## src/rtl/rr_req_ack_arbiter.sv

```systemverilog
// rtl/rr_req_ack_arbiter.sv - round-robin req/rdy arbiter with ack/nack pulses and fixed service time
module rr_req_ack_arbiter #(
    parameter int N          = 4,
    parameter int SVC_CYCLES = 3,
    parameter int CNT_W      = 16,
    localparam int IW        = (N > 1) ? $clog2(N) : 1
) (
    input  logic             clk,
    input  logic             rst,
    input  logic [N-1:0]     req,
    input  logic [N-1:0]     rdy,
    output logic [N-1:0]     ack,
    output logic [N-1:0]     nack,
    output logic [IW-1:0]    grant_idx,
    output logic             busy,
    output logic [CNT_W-1:0] grant_cnt
);

    typedef enum logic {IDLE, BUSY} state_t;

    state_t        state;
    logic [IW-1:0] ptr;
    logic [3:0]    svc_cnt;

    logic [N-1:0]  elig;
    logic          win_found;
    logic [IW-1:0] win_idx;
    logic [N-1:0]  win_mask;
    logic [IW-1:0] ptr_next;

    assign elig = req & rdy;

    // Pick the first eligible requester at or above the pointer, wrapping to 0
    always_comb begin
        win_found = 1'b0;
        win_idx   = ptr;
        for (int k = 0; k < N; k++) begin
            if (!win_found && elig[(int'(ptr) + k) % N]) begin
                win_found = 1'b1;
                win_idx   = IW'((int'(ptr) + k) % N);
            end
        end
        win_mask          = '0;
        win_mask[win_idx] = 1'b1;
        ptr_next          = (win_idx == IW'(N - 1)) ? '0 : win_idx + IW'(1);
    end

    // Grant/reject FSM; ack and nack are rebuilt every edge so they only pulse
    always_ff @(posedge clk or posedge rst) begin
        if (rst) begin
            state     <= IDLE;
            ptr       <= '0;
            svc_cnt   <= '0;
            ack       <= '0;
            nack      <= '0;
            grant_idx <= '0;
            busy      <= 1'b0;
            grant_cnt <= '0;
        end else begin
            ack  <= '0;
            nack <= '0;
            case (state)
                IDLE: begin
                    if (win_found) begin
                        ack       <= win_mask;
                        nack      <= elig & ~win_mask;
                        grant_idx <= win_idx;
                        ptr       <= ptr_next;
                        if (grant_cnt != '1) begin
                            grant_cnt <= grant_cnt + CNT_W'(1);
                        end
                        if (SVC_CYCLES > 1) begin
                            state   <= BUSY;
                            svc_cnt <= 4'(SVC_CYCLES - 1);
                            busy    <= 1'b1;
                        end
                    end
                end
                BUSY: begin
                    nack <= elig;
                    if (svc_cnt == 4'd1) begin
                        state <= IDLE;
                        busy  <= 1'b0;
                    end else begin
                        svc_cnt <= svc_cnt - 4'd1;
                    end
                end
                default: state <= IDLE;
            endcase
        end
    end

    a_ack_nack_excl: assert property (@(posedge clk) disable iff (rst) (ack & nack) == '0);
    a_ack_onehot:    assert property (@(posedge clk) disable iff (rst) $onehot0(ack));

    for (genvar i = 0; i < N; i++) begin : g_resp
        a_answered: assert property (@(posedge clk) disable iff (rst)
                                     elig[i] |=> (ack[i] ^ nack[i]));
        a_silent:   assert property (@(posedge clk) disable iff (rst)
                                     !elig[i] |=> (!ack[i] && !nack[i]));
    end

endmodule

```

## config.mk

```make
export PLATFORM = sky130hd
export DESIGN_NAME = rr_req_ack_arbiter
export DESIGN_NICKNAME = d
export VERILOG_FILES = /design/src/rtl/rr_req_ack_arbiter.sv
export SDC_FILE = /design/constraint.sdc
export NUM_CORES = 1
export LEC_CHECK = 0
export ABC_CLOCK_PERIOD_IN_PS = 2200
export CORE_MARGIN = 4
export CORE_UTILIZATION = 30
export CTS_CLUSTER_SIZE = 24
export DETAILED_ROUTE_END_ITERATION = 16
export PLACE_DENSITY_LB_ADDON = 0.25
export SLEW_MARGIN = 25
export SYNTH_ARGS = -nofsm -noshare
export SYNTH_HDL_FRONTEND = slang
export SYNTH_SLANG_ARGS = --single-unit
```

## constraint.sdc

```tcl
create_clock -name clk -period 2.2 [get_ports clk]
set_clock_uncertainty 0.1 [all_clocks]
set_input_delay 0.44 -clock clk [delete_from_list [all_inputs] [get_ports clk]]
set_output_delay 0.44 -clock clk [all_outputs]
set_load 0.01 [all_outputs]
```

# Word level (Yosys, flattened, before mapping)
# Cells that the tools add are included.
# classes
bitwise_logic	7
reduce_logical	14
n_lt_le_gt_ge	6
n_addsub	6
muxes	34
n_eq_ne	6
# ops
cell	n
4-bit two-way mux	5
16-bit by 1-bit adder with 16-bit output (second input constant)	1
1-bit two-way mux	16
16-bit inequality test (second input constant)	1
4-bit case mux with 2 select lines	2
3-bit by 4-bit less-than comparator with 1-bit output (second input constant)	3
4-bit bitwise AND	2
1-bit binary-select mux with 2-bit select	4
2-bit two-way mux	4
2-bit by 3-bit less-than comparator with 1-bit output (second input constant)	2
2-bit AND reduction	3
2-bit OR reduction	3
2-bit by 1-bit adder with 2-bit output (second input constant)	2
2-bit adder (second input constant)	2
4-bit by 1-bit == test with 1-bit output (second input constant)	1
1-bit logical AND	4
2-bit inequality test (second input constant)	2
4-bit inverter	1
1-bit case mux with 2 select lines	2
4-bit by 1-bit subtractor with 4-bit output (second input constant)	1
1-bit bitwise AND (first input constant)	3
1-bit logical NOT	3
3-bit AND reduction	1
1-bit demux with 2-bit select	1
4 further kinds	4
# word_totals
input_bits	10
reg_bits	34
wordCells	81

# Depth between registers and ports, before layout
# Gate-level depths: netlist of the first run.
# depth
word_depth	22
depth_mapped	7
ltp_nobuf	7

# Worst setup path after synthesis of the first run
# No wires, ideal clock.
# synth_timing
path_type	register to register
from	reg grant_cnt[0]
to	reg grant_cnt[1]
slack_ps	281
synth_period_minus_slack_ps	1919
t_arrival_ps	1694
n_path_buf	0
path_stages_with_launch	6
cell_sequence	dfrtp_1 > ha_1 > nand3_1 > nor4_4 > nor2_2 > mux2_4
# synth_between
elab_chain_cells	2
elab_cells_between_ends	3
classes_between	1 x add/sub; 1 x eq/ne; 1 x reduce/logical
# synth_lines
item	line_no	source
start, declared	16	output logic [CNT_W-1:0] grant_cnt
start signal, assigned	70	grant_cnt <= grant_cnt + CNT_W'(1);
branches (longest 2 deep; another with 16-bit by 1-bit adder with 16-bit output)	n/a	
# Parallel ways; which one is timed is not known.
# A chain may end at the register's enable or synchronous reset.

# Final worst setup path of the first run
# layout_timing
from	in rdy[0]
to	reg ack[0]
# layout_between
elab_chain_cells	19
elab_cells_between_ends	32
classes_between	2 x order compare; 22 x mux; 1 x bitwise; 7 x reduce/logical
# layout_lines
item	line_no	source
start, declared	11	input logic [N-1:0] rdy,
4-bit bitwise AND *	31	assign elig = req & rdy;
1-bit binary-select mux with 2-bit select	38	if (!win_found && elig[(int'(ptr) + k) % N]) begin
1-bit two-way mux (implied by the code)	38	
1-bit two-way mux	38	
1-bit logical NOT	38	
1-bit logical AND	38	
1-bit two-way mux	38	
1-bit logical NOT	38	
[4 not listed]	n/a	
2-bit two-way mux *	38	
named net win_idx[0]	27	logic [IW-1:0] win_idx;
2-bit by 3-bit less-than comparator with 1-bit output (implied by the code) / 2-bit by 1-bit >= comparator with 1-bit output (equally long branches)	44	win_mask[win_idx] = 1'b1;
1-bit logical AND (implied by the code)	44	
1-bit two-way mux (implied by the code)	44	
1-bit demux with 2-bit select *	44	
4-bit two-way mux *	64	if (win_found) begin
4-bit two-way mux *	62	case (state)
end signal, assigned	65	ack <= win_mask;
end, declared	12	output logic [N-1:0] ack,
# Mark *: on every way through the listed nets, which the timed path passes. The rest lies on a longest branch. The select of a mux whose other input is x is not followed.

==> results of run 1 <==
-- worst register-to-register path, stage by stage (launching register included) --
cell                      delay (ns)
sky130_fd_sc_hd__dfrtp_1        0.43
sky130_fd_sc_hd__ha_1           0.19
sky130_fd_sc_hd__nand3_1        0.17
sky130_fd_sc_hd__nor4_4         0.33
sky130_fd_sc_hd__buf_4          0.20
sky130_fd_sc_hd__nor2_2         0.06
sky130_fd_sc_hd__mux2_4         0.29
-- placed cells by master (no fill, tap or decap), drive strengths merged, types with 2 or more instances in the layout --
cell	netlist	layout
o221ai	2	2
xor2	15	15
a22oi	4	4
buf	0	11
nand3	8	8
a21oi	4	4
dfrtp	34	34
clkbuf	2	7
nand4	4	4
nand2	14	14
o21ai	9	9
mux2	2	2
nor2	4	4
and2	6	6
nor4	2	2
nor3	9	9
clkdlybuf4s50	0	36
inv	8	8
ha	7	7
nor3b	3	3
-- state kept, by name, indices dropped and copies added (netlist names) --
| signal | cells |
|---|---|
| grant_cnt | 16 |
| ack | 4 |
| nack | 4 |
| svc_cnt | 4 |
| grant_idx | 2 |
| ptr | 2 |
| busy | 1 |
| state | 1 |
-- synth_stat cells --
master / count / share of area [%]
sky130_fd_sc_hd__nor2_2: 1 / 0.38
sky130_fd_sc_hd__and2_1: 6 / 2.3
sky130_fd_sc_hd__a21oi_1: 4 / 1.2
sky130_fd_sc_hd__a211o_1: 1 / 0.53
sky130_fd_sc_hd__dfrtp_1: 34 / 51
sky130_fd_sc_hd__a2bb2oi_1: 1 / 0.53
sky130_fd_sc_hd__a22oi_1: 4 / 1.8
sky130_fd_sc_hd__nor3b_1: 3 / 1.4
sky130_fd_sc_hd__nand2_1: 14 / 3.2
sky130_fd_sc_hd__nor2_1: 3 / 0.68
sky130_fd_sc_hd__o221ai_1: 2 / 1.1
sky130_fd_sc_hd__ha_1: 7 / 5.3
sky130_fd_sc_hd__mux2_4: 1 / 0.91
sky130_fd_sc_hd__or3b_2: 1 / 0.53
sky130_fd_sc_hd__o21ai_0: 9 / 2.7
sky130_fd_sc_hd__inv_1: 8 / 1.8
sky130_fd_sc_hd__nand3_1: 8 / 2.4
sky130_fd_sc_hd__nor4_1: 1 / 0.38
sky130_fd_sc_hd__nor3_1: 9 / 2.7
sky130_fd_sc_hd__mux2_2: 1 / 0.68
sky130_fd_sc_hd__nand4_4: 1 / 1.3
sky130_fd_sc_hd__nand4_1: 3 / 1.1
sky130_fd_sc_hd__a2111o_1: 1 / 0.68
sky130_fd_sc_hd__nand3b_1: 1 / 0.45
sky130_fd_sc_hd__and4_1: 1 / 0.53
sky130_fd_sc_hd__clkbuf_1: 2 / 0.45
sky130_fd_sc_hd__a21o_1: 1 / 0.45
sky130_fd_sc_hd__xor2_1: 15 / 7.9
sky130_fd_sc_hd__nor4bb_2: 1 / 0.98
sky130_fd_sc_hd__nor4b_2: 1 / 0.91
sky130_fd_sc_hd__nor4_4: 1 / 1.3
sky130_fd_sc_hd__a21boi_0: 1 / 0.45
sky130_fd_sc_hd__a41oi_1: 1 / 0.53
sky130_fd_sc_hd__a221oi_1: 1 / 0.53
sky130_fd_sc_hd__xnor2_1: 1 / 0.53
-- metrics by stage --
stage	hold WS, ns	worst slack [ns]	power (mW)	std cells
finish	0.394	0.127	2.43	273
global route	0.419	0.0358	2.62	273
CTS	0.400	0.0858	2.46	273
detailed placement	0.383	-0.195	1.98	265
global placement	0.376	-0.134	1.97	265
floorplan	0.372	0.281	1.51	150
-- logic make-up (layout without fill, tap and decap cells) --
family | count (synthesis) | count (layout) | share of synthesized area [%]
and+or+nand+nor | 55 | 55 | 20.5
AOI/OAI and AO/OA | 26 | 26 | 10.5
buffers and inverters | 10 | 63 | 2.27
adders and majority gates | 7 | 7 | 5.29
DFF | 34 | 34 | 51.4
xor gates and xnor gates | 16 | 16 | 8.47
muxes | 2 | 2 | 1.59
-- power groups by stage --
| stage | registers [mW] | logic [mW] | clock network [mW] |
|---|---|---|---|
| finish | 1.03 | 0.936 | 0.465 |
| global route | 1.06 | 1.05 | 0.511 |
| CTS | 1.03 | 0.951 | 0.483 |
| detailed placement | 1.04 | 0.947 | 0 |
| global placement | 1.04 | 0.936 | 0 |
| floorplan | 1.04 | 0.471 | 0 |
-- worst paths after layout --
check,slack [ns],endpoint,startpoint
min in group asynchronous,0.46,nack[0],rst
hold / removal,0.39,grant_idx[1],grant_idx[1]
setup reg to reg,0.32,grant_cnt[1],grant_cnt[0]
setup / recovery,0.13,ack[0],rdy[0]
max in group asynchronous,1.23,grant_cnt[11],rst
hold reg to reg,0.39,grant_idx[1],grant_idx[1]
-- routing by layer --
metal | routed length, µm | track usage (%) | vias to the layer above | part of all wire [%]
met2 | 1630 | 17.2 | 23 | 47
li1 | - | - | 636 | -
met4 | 56 | 4.98 | 0 | 1.6
met5 | 0 | 0 | - | 0
met3 | 128 | 3.58 | 7 | 3.7
met1 | 1660 | 15.0 | 599 | 48
-- cell type report --
cell class,count,area share [%]
clock inverters,1,0.220
flip-flops and latches,34,37.4
inverters,8,1.32
multi-input cells,106,33.9
well taps,70,3.85
clock buffers,7,3.80
repair buffers,47,19.5
-- repair_timing --
item                                   in CTS  in global routing
setup endpoints to repair                   0                  4
resized for setup                           0                  1
endpoints found under the hold margin       0                  0
==> summary.md, run 1 <==
| Metric | Value |
|---|---|
| Placed cell area | `roughly 2200 µm²` |
| Floorplan Core Area | `~5200 µm²` |
| # clock sinks | `34` |
| Critical path launch point type | `primary input` |
| Number of DRC violations after detailed routing | `0` |
| GPL Wtd Cong | `between 0.7 and 0.8` |
| # fillers | `500` |
| Clk_lat worst skew | `approximately 0.28 ns` |
| Count of endpoints failing setup in the final report | `0` |
| Proportion of power drawn by the clock network | `about a fifth` |
| GR Overflow Total | `0` |
| Kind of end point of the critical path | `flip-flop` |
| Total Routing Usage GR | `11.4%` |
| Synth Net Count | `about 170` |
| Area of the mapped netlist | `1660 µm²` |
| Via Count | `around 1,300` |
| Worst slew margin | `63.2%` |
| Worst min path class | `reg -> reg` |
| Final number of max-transition violations | `0` |
| Critical Setup Path Class | `in -> reg` |
| Slew at the pin with the worst max-slew slack | `approximately 0.55 ns` |
| Largest voltage drop on the vdd net | `around 0.56 mV` |
| Average vias per placed instance | `around 4.6` |
| Number of cells produced by synthesis | `150` |
| Share of the cycle needed by the critical path after routing | `a little over nine tenths` |
| Number of stages on the worst setup path | `8` |
| Delay of the slowest cell on the worst path | `between 0.4 and 0.5 ns` |
| Share of post-route cells with drive strength above 1 | `roughly an eighth` |
| Half-perimeter wire length after detailed placement | `roughly 2600 µm` |
| Maximum fanout along the worst path | `4` |
| Violation count after the first detailed-routing iteration | `24` |
| Layout Utilization | `between 40% and 50%` |
| Number of iterations in the first detailed-routing pass | `4` |
| Placement row count | `26` |
| Maximum number of pins on one net before global-route repair | `35` |
| Depth of the worst register-to-register path | `6` |
| Cell at the root of the clock tree | `sky130_fd_sc_hd__clkbuf_8` |
| Detailed-route wire length | `around 3500 µm` |
| Total Neg Setup Slack | `0 ns` |
| Vertical die dimension | `82.3 µm` |
| Worst-case clock buffer depth | `2` |
| TritonCTS buffer count | `5` |
| Wire length per cell | `approximately 13 µm` |
| CTS tree | `done` |
| Unique cell type count in the Yosys netlist | `35` |
| Setup repair bufs after CTS | `0` |
| Share of total power in combinational logic | `38.6%` |
| Switching power of the nets | `~0.85 mW` |
| Ports | `37` |
| Hold-fix buffer count after cts | `0` |
| Arrival time at the worst endpoint | `between 2 and 2.5 ns` |
| Sequential share of the synthesized area | `just over 50%` |
| Multi-input gate area | `772 µm²` |
| Time the final worst path needs with I/O delays and setup | `2.07 ns` |
| Share of power burned in registers | `between 40% and 50%` |
| Die Outline Area | `6770 µm²` |
| Final Hold Violating Endpoints | `0` |
| Clock-pin slew on the worst setup and hold paths | `roughly 0.070 ns` |
| Slowest cell on the critical path | `sky130_fd_sc_hd__clkdlybuf4s50_1` |
| Maximum clock frequency | `0.483 GHz` |
| Leakage power figure | `around 1 nW` |
| Mean instance size in the synthesized netlist | `approximately 11 µm²` |
| Area growth from synthesis to final layout | `37.4%` |
| Via count of the first global-routing pass | `roughly 1,200` |
| Die W | `82.3 µm` |
| # port buffers | `36` |
| Run status | `completed` |
| RSZ-0062 raised after global routing | `false` |
| Worst path cell trace | `clkdlybuf4s50_1, buf_4, nand2_1, o221ai_1, a22oi_1, inv_1, ha_1, and2_1` |
| Number of buffer and inverter instances along the worst setup path | `3` |
| Data required, critical path | `~2.3 ns` |
| Diode count | `0` |
| Antenna violations before repair | `0` |
| Cell family with most CP delay | `buffers and inverters` |
| First-pass GRT wire length | `5860 µm` |
| Yosys warns | `0` |
| Starting density of the core | `31.6%` |
| Max-cap violations | `0` |
| Antenna-violating nets left | `0` |
| Hold Path Depth | `2` |
| Int Power | `~1.6 mW` |
| Register area | `851 µm²` |
| Post-route cell area | `around 2300 µm²` |
| Switching share of power | `35.1%` |
| H-tree levels | `2` |
| Synth Register Bits | `34` |
| Pwr/cell area | `1070 nW/µm²` |
| NumNets Final | `approximately 220` |
Note: power is estimated with default switching activity, not from simulation.
==> inputs of run 2 (changes only) <==
Settings changed: ABC_CLOCK_PERIOD_IN_PS 2200 to not set, CORE_MARGIN 4 to not set.
==> run 2 against run 1 <==
  * Sequential power about the same
  * Cell area is 0.22% lower
  * Worst setup slack improved by 0.014 ns
  * Critical path depth is 1 lower
  * Die area decreased by 14%
  * Flip-flop and latch count unchanged
  * Clock power is 8.4% lower
  * Final cell count increased by 0.37%
  * Total power shrank 1.3%
==> summary.md, run 2 (synthesis gave the netlist of run 1 again) <==
| Metric | Value |
|---|---|
| TritonCTS buffer count | `5 (unchanged)` |
| Maximum fanout along the worst path | `4 (unchanged)` |
| Register area | `851 µm² (unchanged)` |
| Setup repair bufs after CTS | `0 (unchanged)` |
| GPL Wtd Cong | `0.885 (+14%)` |
| Share of post-route cells with drive strength above 1 | `12.7% (-0.56 points)` |
| Arrival time at the worst endpoint | `2.13 ns (-0.02 ns)` |
| Maximum number of pins on one net before global-route repair | `35 (unchanged)` |
| RSZ-0062 raised after global routing | `false` |
| Critical Setup Path Class | `in -> reg` |
| Count of endpoints failing setup in the final report | `0 (unchanged)` |
| Final Hold Violating Endpoints | `0 (unchanged)` |
| First-pass GRT wire length | `5930 µm (+1.2%)` |
| Wire length per cell | `12.7 µm (-0.54%)` |
| Largest voltage drop on the vdd net | `0.506 mV (-8.9%)` |
| Worst min path class | `reg -> reg` |
| Hold_ws | `0.378 ns (-0.0162 ns)` |
| Run status | `completed` |
| Clk_lat worst skew | `0.28 ns (about the same)` |
| Pwr/cell area | `1060 nW/µm² (-1.1%)` |
| # fillers | `507 (+1.4%)` |
| Diode count | `0 (unchanged)` |
| R2r setup slk | `0.33 ns (about the same)` |
| Post-CTS resize count | `0 (unchanged)` |
| Cell at the root of the clock tree | `sky130_fd_sc_hd__clkbuf_8` |
| Hold-fix buffer count after cts | `0 (unchanged)` |
| Largest Register | `grant_cnt` |
| Number of iterations in the first detailed-routing pass | `4 (unchanged)` |
| # clock sinks | `34 (unchanged)` |
| Final cell count without fillers | `274 (+0.37%)` |
| Cell count after placement | `267 (+0.75%)` |
| Average vias per placed instance | `4.66 (+0.66%)` |
| Worst slew margin | `62.4% (-0.84 points)` |
| Floorplan Core Area | `5200 µm² (-0.62%)` |
| Via count of the first global-routing pass | `1,219 (+0.082%)` |
| Share of the cycle needed by the critical path after routing | `93.6% (-0.65 points)` |
| Detailed-route wire length | `3470 µm (-0.17%)` |
| Vertical die dimension | `76.3 µm (-7.3%)` |
| Half-perimeter wire length after detailed placement | `2540 µm (-2.2%)` |
| Max reg flops | `16 (unchanged)` |
| Total Neg Setup Slack | `0 ns (unchanged)` |
| Total Routing Usage GR | `13.0% (+1.5 points)` |
| H-tree levels | `2 (unchanged)` |
| Die W | `76.3 µm (-7.3%)` |
| Data required, critical path | `2.27 ns (about the same)` |
| Multi-input gate area | `767 µm² (-0.65%)` |
| CTS tree | `done` |
| Max-cap violations | `0 (unchanged)` |
| Slew at the pin with the worst max-slew slack | `0.560 ns (+0.0125 ns)` |
| Number of DRC violations after detailed routing | `0 (unchanged)` |
| Starting density of the core | `31.8% (+0.20 points)` |
| Violation count after the first detailed-routing iteration | `72 (+200%)` |
| GR Overflow Total | `0 (unchanged)` |
| Ports | `37 (unchanged)` |
| Maximum clock frequency | `0.486 GHz (+0.70%)` |
| Kind of end point of the critical path | `flip-flop` |
| Leakage power figure | `0.991 nW (about the same)` |
| Antenna-violating nets left | `0 (unchanged)` |
| Area growth from synthesis to final layout | `37.1%` |
| Critical path launch point type | `primary input` |
| Die Outline Area | `5820 µm² (-14%)` |
| Most frequent standard cell in the layout excluding fill and tap cells | `sky130_fd_sc_hd__clkdlybuf4s50_1` |
| Via Count | `1,278 (+1.0%)` |
| # port buffers | `36 (unchanged)` |
| Clock-pin slew on the worst setup and hold paths | `0.07 ns (about the same)` |
| Final number of max-transition violations | `0 (unchanged)` |
| NumNets Final | `221 (+0.91%)` |
| Worst-case clock buffer depth | `2 (unchanged)` |
| Top library cells by usage in the layout, fill and taps aside | `sky130_fd_sc_hd__clkdlybuf4s50_1 (36), sky130_fd_sc_hd__dfrtp_1 (34), sky130_fd_sc_hd__xor2_1 (15), sky130_fd_sc_hd__nand2_1 (14), sky130_fd_sc_hd__buf_4 (13)` |
| Time the final worst path needs with I/O delays and setup | `2.06 ns (-0.0143 ns)` |
| Antenna violations before repair | `0 (unchanged)` |
| Placement row count | `26 (unchanged)` |
-- run 2: cell types whose count changed in the layout (fill, tap and decap cells not counted) --
| cell | before | now |
|---|---|---|
| sky130_fd_sc_hd__a22oi_2 | 1 | 0 |
| sky130_fd_sc_hd__a22oi_1 | 3 | 4 |
| sky130_fd_sc_hd__clkbuf_1 | 1 | 2 |
| sky130_fd_sc_hd__clkbuf_8 | 6 | 5 |
| sky130_fd_sc_hd__buf_4 | 11 | 13 |
| sky130_fd_sc_hd__clkinv_2 | 1 | 0 |
-- run 2: area by class of cell --
cell class                 instances  share of cell area [%]
clock buffer                       7                    3.36
inverter                           8                    1.32
multi-input combinational        106                    33.8
sequential                        34                    37.5
tap                               70                    3.86
timing repair buffer              49                    20.2
-- run 2: per-layer routing --
metal	vias to the layer above	track usage, %	part of all wire (%)
li1	640	-	-
met1	611	18.1	51
met2	22	19.1	44
met3	5	3.95	3.2
met4	0	4.04	1.1
met5	-	0	0
-- run 2: worst max-delay path, cell delays in order --
cell                              delay, ns
sky130_fd_sc_hd__clkdlybuf4s50_1       0.45
sky130_fd_sc_hd__a22oi_1               0.35
sky130_fd_sc_hd__nand2_1               0.10
sky130_fd_sc_hd__a22oi_1               0.32
sky130_fd_sc_hd__inv_1                 0.12
sky130_fd_sc_hd__ha_1                  0.22
sky130_fd_sc_hd__and2_1                0.13
-- run 2: worst paths after layout --
check | from | endpoint | cells after the start
worst min-delay path | grant_idx[1] | grant_idx[1] | 2
worst max-delay path | req[2] | ack[2] | 7
min in group asynchronous | rst | nack[0] | 3
worst min register to register | grant_idx[1] | grant_idx[1] | 2
worst max register to register | grant_cnt[0] | grant_cnt[1] | 6
max in group asynchronous | rst | ptr[0] | 3
-- run 2: power breakdown --
group	leakage (nW)	internal, mW	switching (mW)
Combinational	0.537	0.513	0.429
Sequential	0.416	0.813	0.216
Clock	0.0383	0.218	0.209
Total	0.991	1.54	0.853
-- run 2: through the flow --
step	setup WS, ns	cell area [µm²]	utilization (%)	power (mW)
final	0.142	2270	43.6	2.40
after global routing	0.0364	2270	43.6	2.59
after CTS	0.183	2270	43.6	2.42
after detailed placement	-0.103	2190	42.1	1.99
after global placement	-0.0809	2190	42.1	1.98
after floorplan	0.281	1660	-	1.51
